$ cat config.mk
export PLATFORM = sky130hd
export DESIGN_NAME = freq_meter
export DESIGN_NICKNAME = d
export VERILOG_FILES = /design/src/rtl/freq_meter_pkg.sv /design/src/rtl/edge_sync.sv /design/src/rtl/freq_meter.sv
export SDC_FILE = /design/constraint.sdc
export NUM_CORES = 1
export LEC_CHECK = 0
export ABC_CLOCK_PERIOD_IN_PS = 3400
export CORE_UTILIZATION = 50
export DETAILED_ROUTE_END_ITERATION = 7
export PLACE_DENSITY = 0.72
export SLEW_MARGIN = 15
export SYNTH_ARGS = -nofsm -noshare
export SYNTH_HDL_FRONTEND = slang
export SYNTH_HIERARCHICAL = 1
export SYNTH_SLANG_ARGS = --single-unit
export TNS_END_PERCENT = 50
$ cat constraint.sdc
create_clock -name clk_200mhz -period 3.4 [get_ports clk_200mhz]
set_input_delay 0.85 -clock clk_200mhz [delete_from_list [all_inputs] [get_ports clk_200mhz]]
set_output_delay 0.85 -clock clk_200mhz [all_outputs]
set_load 0.02 [all_outputs]
$ cat src/rtl/freq_meter_pkg.sv
// rtl/freq_meter_pkg.sv - shared constants and state type for the gated frequency counter
// Purpose: FSM state encoding, prime length and synchronizer depth used by freq_meter and edge_sync.
package freq_meter_pkg;

    typedef enum logic {
        ST_PRIME = 1'b0,
        ST_GATE  = 1'b1
    } state_t;

    localparam int PRIME_CYCLES = 3;
    localparam int SYNC_STAGES  = 2;

endpackage

$ cat src/rtl/edge_sync.sv
// rtl/edge_sync.sv - two-flop synchronizer with delay flop and rising-edge pulse
// Purpose: bring an asynchronous level into the clock domain and flag its rising edges.
// Ports:
//   i_clk   - system clock
//   i_rst   - synchronous active-high reset, clears all flops
//   i_async - asynchronous input level
//   o_level - synchronized level
//   o_rise  - one-cycle pulse on a synchronized rising edge
module edge_sync
    import freq_meter_pkg::*;
(
    input  logic i_clk,
    input  logic i_rst,
    input  logic i_async,
    output logic o_level,
    output logic o_rise
);

    logic [SYNC_STAGES-1:0] r_sync;
    logic                   r_dly;

    always_ff @(posedge i_clk) begin
        if (i_rst) begin
            r_sync <= '0;
            r_dly  <= 1'b0;
        end else begin
            r_sync <= {r_sync[SYNC_STAGES-2:0], i_async};
            r_dly  <= r_sync[SYNC_STAGES-1];
        end
    end

    assign o_level = r_sync[SYNC_STAGES-1];
    assign o_rise  = r_sync[SYNC_STAGES-1] & ~r_dly;

endmodule

$ cat src/rtl/freq_meter.sv
// rtl/freq_meter.sv - gated frequency counter with hold button and LED slice
// Purpose: count rising edges of sig_in over GATE_CYCLES clocks and publish the count.
// Optional feature macro: FREQ_METER_PERIOD_EN adds period_out/period_valid (edge-to-edge period).
// Ports:
//   clk_200mhz   - sole clock
//   rst          - synchronous active-high reset
//   sig_in       - measured signal (asynchronous)
//   button       - hold request (asynchronous, active-high)
//   result       - edge count of last completed window (saturating)
//   result_valid - one-cycle strobe when result updates
//   overflow     - last published window saturated
//   led          - result[LED_SHIFT+7:LED_SHIFT]
//   period_out   - clocks between successive edges (FREQ_METER_PERIOD_EN only)
//   period_valid - one-cycle strobe when period_out updates (FREQ_METER_PERIOD_EN only)
module freq_meter
    import freq_meter_pkg::*;
#(
    parameter int GATE_CYCLES = 200000000,
    parameter int CNT_W       = 32,
    parameter int LED_SHIFT   = 0
) (
    input  logic             clk_200mhz,
    input  logic             rst,
    input  logic             sig_in,
    input  logic             button,
    output logic [CNT_W-1:0] result,
    output logic             result_valid,
    output logic             overflow,
    output logic [7:0]       led
`ifdef FREQ_METER_PERIOD_EN
    ,
    output logic [CNT_W-1:0] period_out,
    output logic             period_valid
`endif
);

    localparam int               GW         = $clog2(GATE_CYCLES);
    localparam logic [GW-1:0]    GATE_LAST  = GW'(GATE_CYCLES - 1);
    localparam logic [1:0]       PRIME_LAST = 2'(PRIME_CYCLES - 1);

    state_t           r_state;
    state_t           w_state_nxt;
    logic [1:0]       r_prime_cnt;
    logic [GW-1:0]    r_gate_cnt;
    logic [CNT_W-1:0] r_edge_cnt;
    logic             r_sat;

    logic             w_sig_level_unused;
    logic             w_sig_rise;
    logic             w_hold;
    logic             w_btn_rise_unused;
    logic             w_gate_end;
    logic             w_edge;
    logic             w_at_max;
    logic [CNT_W-1:0] w_final;
    logic             w_final_sat;

    edge_sync u_sig_sync (
        .i_clk   (clk_200mhz),
        .i_rst   (rst),
        .i_async (sig_in),
        .o_level (w_sig_level_unused),
        .o_rise  (w_sig_rise)
    );

    edge_sync u_btn_sync (
        .i_clk   (clk_200mhz),
        .i_rst   (rst),
        .i_async (button),
        .o_level (w_hold),
        .o_rise  (w_btn_rise_unused)
    );

    always_ff @(posedge clk_200mhz) begin
        if (rst) r_state <= ST_PRIME;
        else     r_state <= w_state_nxt;
    end

    always_comb begin
        w_state_nxt = r_state;
        w_gate_end  = 1'b0;
        case (r_state)
            ST_PRIME: if (r_prime_cnt == PRIME_LAST) w_state_nxt = ST_GATE;
            ST_GATE:  w_gate_end = (r_gate_cnt == GATE_LAST);
            default:  w_state_nxt = ST_PRIME;
        endcase
    end

    // Edges seen while the synchronizers are still flushing are discarded.
    assign w_edge   = w_sig_rise & (r_state == ST_GATE);
    assign w_at_max = &r_edge_cnt;

    // The closing cycle's own edge belongs to the window being published.
    assign w_final     = (w_edge && !w_at_max) ? r_edge_cnt + CNT_W'(1) : r_edge_cnt;
    assign w_final_sat = r_sat | (w_edge & w_at_max);

    always_ff @(posedge clk_200mhz) begin
        if (rst) begin
            r_prime_cnt  <= '0;
            r_gate_cnt   <= '0;
            r_edge_cnt   <= '0;
            r_sat        <= 1'b0;
            result       <= '0;
            result_valid <= 1'b0;
            overflow     <= 1'b0;
            led          <= '0;
        end else begin
            result_valid <= 1'b0;
            if (r_state == ST_PRIME) begin
                r_prime_cnt <= r_prime_cnt + 2'd1;
                r_gate_cnt  <= '0;
                r_edge_cnt  <= '0;
                r_sat       <= 1'b0;
            end else if (w_gate_end) begin
                r_gate_cnt <= '0;
                r_edge_cnt <= '0;
                r_sat      <= 1'b0;
                if (!w_hold) begin
                    result       <= w_final;
                    overflow     <= w_final_sat;
                    result_valid <= 1'b1;
                    led          <= 8'(w_final >> LED_SHIFT);
                end
            end else begin
                r_gate_cnt <= r_gate_cnt + GW'(1);
                if (w_edge) begin
                    if (w_at_max) r_sat      <= 1'b1;
                    else          r_edge_cnt <= r_edge_cnt + CNT_W'(1);
                end
            end
        end
    end

`ifdef FREQ_METER_PERIOD_EN
    logic [CNT_W-1:0] r_per_cnt;
    logic             r_per_armed;

    // The counter restarts at 1 on an edge so its value at the next edge is the cycle distance.
    always_ff @(posedge clk_200mhz) begin
        if (rst) begin
            r_per_cnt    <= '0;
            r_per_armed  <= 1'b0;
            period_out   <= '0;
            period_valid <= 1'b0;
        end else begin
            period_valid <= 1'b0;
            if (w_edge) begin
                r_per_cnt   <= CNT_W'(1);
                r_per_armed <= 1'b1;
                if (r_per_armed && !w_hold) begin
                    period_out   <= r_per_cnt;
                    period_valid <= 1'b1;
                end
            end else if (!(&r_per_cnt)) begin
                r_per_cnt <= r_per_cnt + CNT_W'(1);
            end
        end
    end
`endif

endmodule

Word-level counts from Yosys, hierarchy flattened
Cells that the tools add are included.
{ "word_totals": {"register_bits": 111, "output_inout_bits": 42} }
{ "op_classes": {"add_sub_neg": 3, "eq_ne": 2, "mux": 5, "bitwise": 9, "reduce_logical": 8} }
{ "op_table": {"columns": ["cell", "n"], "rows": [
  ["AND reduction 33 bit", 1],
  ["adder 32 x 1 -> 32 bit (second input constant)", 1],
  ["2-to-1 mux 32 bit", 1],
  ["AND reduction 32 bit", 1],
  ["adder 28 x 1 -> 28 bit (second input constant)", 1],
  ["== test 28 bit (second input constant)", 1],
  ["OR reduction 3 bit", 2],
  ["NOT 1 bit", 5],
  ["2-to-1 mux 1 bit", 4],
  ["AND 1 bit", 3],
  ["AND reduction 3 bit", 1],
  ["adder 2 x 1 -> 2 bit (second input constant)", 1],
  ["== test 2 bit (second input constant)", 1],
  ["AND reduction 2 bit", 1],
  ["logical AND 1 bit", 1],
  ["logical NOT 1 bit", 1],
  ["bitwise OR 1 bit", 1]
]} }

Longest topological paths before layout
{ "logic_depth": {"word_depth": 5, "ltp_mapped": 8, "ltp_nobuf": 7} }

By module
Netlist, hierarchy kept.
{ "by_module_without_submodules": {"columns": ["mod", "n_inst", "cells_each", "area_each_um2", "seq_area_each_um2"], "rows": [
  ["freq_meter", 1, 483, 4361.7, 1961.9],
  ["edge_sync", 2, 7, 87.6, 60.1]
]} }

Worst setup path after synthesis
OpenSTA, ideal clock, no wires.
{ "synth_path": {"path_type": "register -> register", "start": "register r_edge_cnt[0]", "end": "register result[5]", "setup_time_ns": 0.145, "arrival_time_ns": 1.879, "path_slack_ns": 1.377, "path_stages_with_launch": 8, "path_buffers": 0, "period_less_slack_ns": 2.023, "cell_sequence": "dfxtp_1 > ha_1 > nand3_1 > nor4_1 > nand3_1 > nand4_1 > xor2_1 > a211oi_2"} }
{ "synth_via": {"elab_chain_len": 4, "elab_cells_between_ends": 5, "cone_classes": "1 x add/sub; 1 x mux; 3 x reduce/logical"} }
{ "synth_lines": {"columns": ["item", "line_no", "text"], "rows": [
  ["start, declared", "freq_meter.sv:45", "logic [CNT_W-1:0] r_edge_cnt;"],
  ["start signal, assigned", "freq_meter.sv:128", "else r_edge_cnt <= r_edge_cnt + CNT_W'(1);"],
  ["branches (longest 3 deep; another with adder 32 x 1 -> 32 bit)", null, null],
  ["2-to-1 mux 32 bit *", "freq_meter.sv:94", "assign w_final = (w_edge && !w_at_max) ? r_edge_cnt + CNT_W'(1) : r_edge_cnt;"],
  ["end signal, assigned", "freq_meter.sv:119", "result <= w_final;"],
  ["end, declared", "freq_meter.sv:26", "output logic [CNT_W-1:0] result,"]
]} }
Mark *: on every way between the ends.
A chain may end at the register's enable or synchronous reset.

Final worst setup path
{ "layout_path": {"start": "register r_gate_cnt[0]", "end": "register result[31]"} }
{ "layout_via": {"elab_chain_len": 3} }
{ "layout_lines": {"columns": ["item", "line_no", "text"], "rows": [
  ["start, declared", "freq_meter.sv:44", "logic [GW-1:0] r_gate_cnt;"],
  ["start signal, assigned", "freq_meter.sv:125", "r_gate_cnt <= r_gate_cnt + GW'(1);"],
  ["== test 28 bit", "freq_meter.sv:84", "ST_GATE: w_gate_end = (r_gate_cnt == GATE_LAST);"],
  ["2-to-1 mux 1 bit", "freq_meter.sv:82", "case (r_state)"],
  ["AND reduction 3 bit (no source line)", null, null]
]} }
Every way passes these cells.

==> summary.txt <==
Power
  • Max IR drop VDD: 0.337 mV
  • Power Dens Cells: 401 nW/um2
  • Leak: 0.00156 uW

Cells and area
  • Final nets: 531
  • # diodes: 0
  • Area grow syn2layout: 13.8%
  • Commonest non-fill, non-tap cell in the layout: nor2_1
  • Layout cell share with drive strength beyond 1: 0.104
  • Most frequent cells in the layout: nor2_1, dfxtp_1, clkdlybuf4s50_1, xor2_1, nand2_1
  • Post-Route Utilization: 0.587

STA
  • Final hold vios: 0
  • Setup violators final: 0
  • Setup tns final: 0 ns
  • Worst-margin pin slew: 0.813 ns
  • Post-layout min period: 2.58 ns
  • Unrepaired setup endpoints after global routing: no
  • Slew Viols, Final: 0
  • Max transition margin: 0.454
  • Final worst-path cycle share: 0.759
  • FMAX: 388 MHz
  • Clk_skew: 0.00788 ns

Global route
  • Total grt overflow: 0
  • Initial antenna violation count: 0
  • GRT Total Usage: 0.192
  • Vias in the first global route: 3293
  • Pin count of the biggest net entering global routing: 52
  • First-pass GRT wire length: 14900 um

Clock tree
  • H-Tree Depth: 3
  • Clock-pin slew on the worst setup and hold paths: 0.09 ns
  • CTS sink cnt: 103
  • Clock tree buffer depth: 2
  • Post-cts resize count: 0
  • Clk root buf: clkbuf_8
  • CTS tree: done
  • Cts hold-fix bufs: 0
  • Skew-Pair Late Insertion Delay: 0.36 ns
  • TritonCTS Buffers: 9
  • Setup Fix Bufs, Post-CTS: 0

Placement
  • Port Buffers: 45
  • Hpwl dp: 6000 um
  • Gpl congestion: 0.842

Routing
  • Routed vias/inst: 5.37
  • Drt first-iter violations: 136
  • Antenna-violating nets left: 0
  • DR pass1 iterations: 4
  • DR vias: 3407
  • WL final: 8570 um
  • Drt wl/cell: 13.5 um
  • Drt drc: 0

Synth
  • Synthesized cell area: 4500 um2
  • Yosys warnings: 6
  • Gate Count Post-Synth: 494
  • Syn avg cell area: 9.11 um2
  • Syn Nets: 501

Critical path
  • Startpoint types: register
  • Critical path cell sequence: ha_1 -> nand4_4 -> or4_4 -> nor2_8 -> nor2_1 -> a211oi_2
  • Crit end category: register
  • CP peak stage delay: 0.62 ns
  • WP data required: 3.68 ns
  • Critical path's slowest cell: or4_4
  • Largest fanout on the critical path: 51
  • Crit path DAT: 2.86 ns
  • Setup CP Type: reg -> reg

Worst hold path
  • HP Class: reg -> reg

Floorplan
  • # rows: 34
  • Core Region: 8720 um2
  • Die area: 9390 um2
  • I/O pin count: 46
  • Die height: 96.9 um
  • Initial core utilization: 0.516
  • Die W: 96.9 um

Job
  • Max-cap viol count: 0

Run status
  • Status: finished, final reports clean
## registers in the layout, indices dropped and copies added, names as in the netlist
signal,cells
u_btn_sync/r_sync,2
r_sat,1
result,32
r_state,1
r_prime_cnt,2
u_sig_sync/r_sync,2
r_gate_cnt,28
overflow,1
u_sig_sync/r_dly,1
r_edge_cnt,32
result_valid,1
## cell type report
class | count | area (um2)
well taps | 108 | 135
repair buffers | 48 | 480
flip-flops and latches | 103 | 2060
clock buffers | 12 | 165
fillers | 758 | 3600
inverters | 7 | 26.3
multi-input cells | 355 | 2240
clock inverters | 2 | 16.3
## where the power goes
part           internal (uW)  switching (uW)  total, uW
Clock                    320             385        705
Sequential              1230            20.7       1250
Combinational           34.4            69.8        104
Total                   1580             476       2060
## worst max-delay path, delay by kind of cell (launching register included)
kind,cells,cell delay (ns)
AO/OA/AOI/OAI,1,0.22
adder cells (fa/ha/maj),1,0.35
flip-flops,1,0.38
AND/OR/NAND/NOR,4,1.54
## layer usage
layer | part of all wire | global-route usage | vias to the layer above
met5 | 0 | 0 | -
met4 | 0.019 | 0.0586 | 0
met3 | 0.038 | 0.0491 | 14
met2 | 0.48 | 0.334 | 58
met1 | 0.46 | 0.232 | 1579
li1 | - | - | 1756
## worst paths after layout
kind | slack, ns | start | end | cells after the start
max | 0.82 | r_gate_cnt[0] | result[31] | 6
min | 0.44 | u_btn_sync/r_sync[0] | u_btn_sync/r_sync[1] | 1
max reg2reg | 0.82 | r_gate_cnt[0] | result[31] | 6
min reg2reg | 0.44 | u_btn_sync/r_sync[0] | u_btn_sync/r_sync[1] | 1
## per-stage QoR
stage	instances	cell area, um2	hold slack, ns	power, uW	worst slack [ns]
4_1_cts	635	5120	0.443	2080	0.796
3_3_place_gp	621	4940	0.419	1380	0.936
6_report	635	5120	0.441	2060	0.820
5_1_grt	635	5120	0.457	2140	0.599
2_1_floorplan	494	4500	0.414	1350	1.38
3_5_place_dp	621	4940	0.421	1380	0.832
No activity file was read; power rests on OpenSTA's default activity.
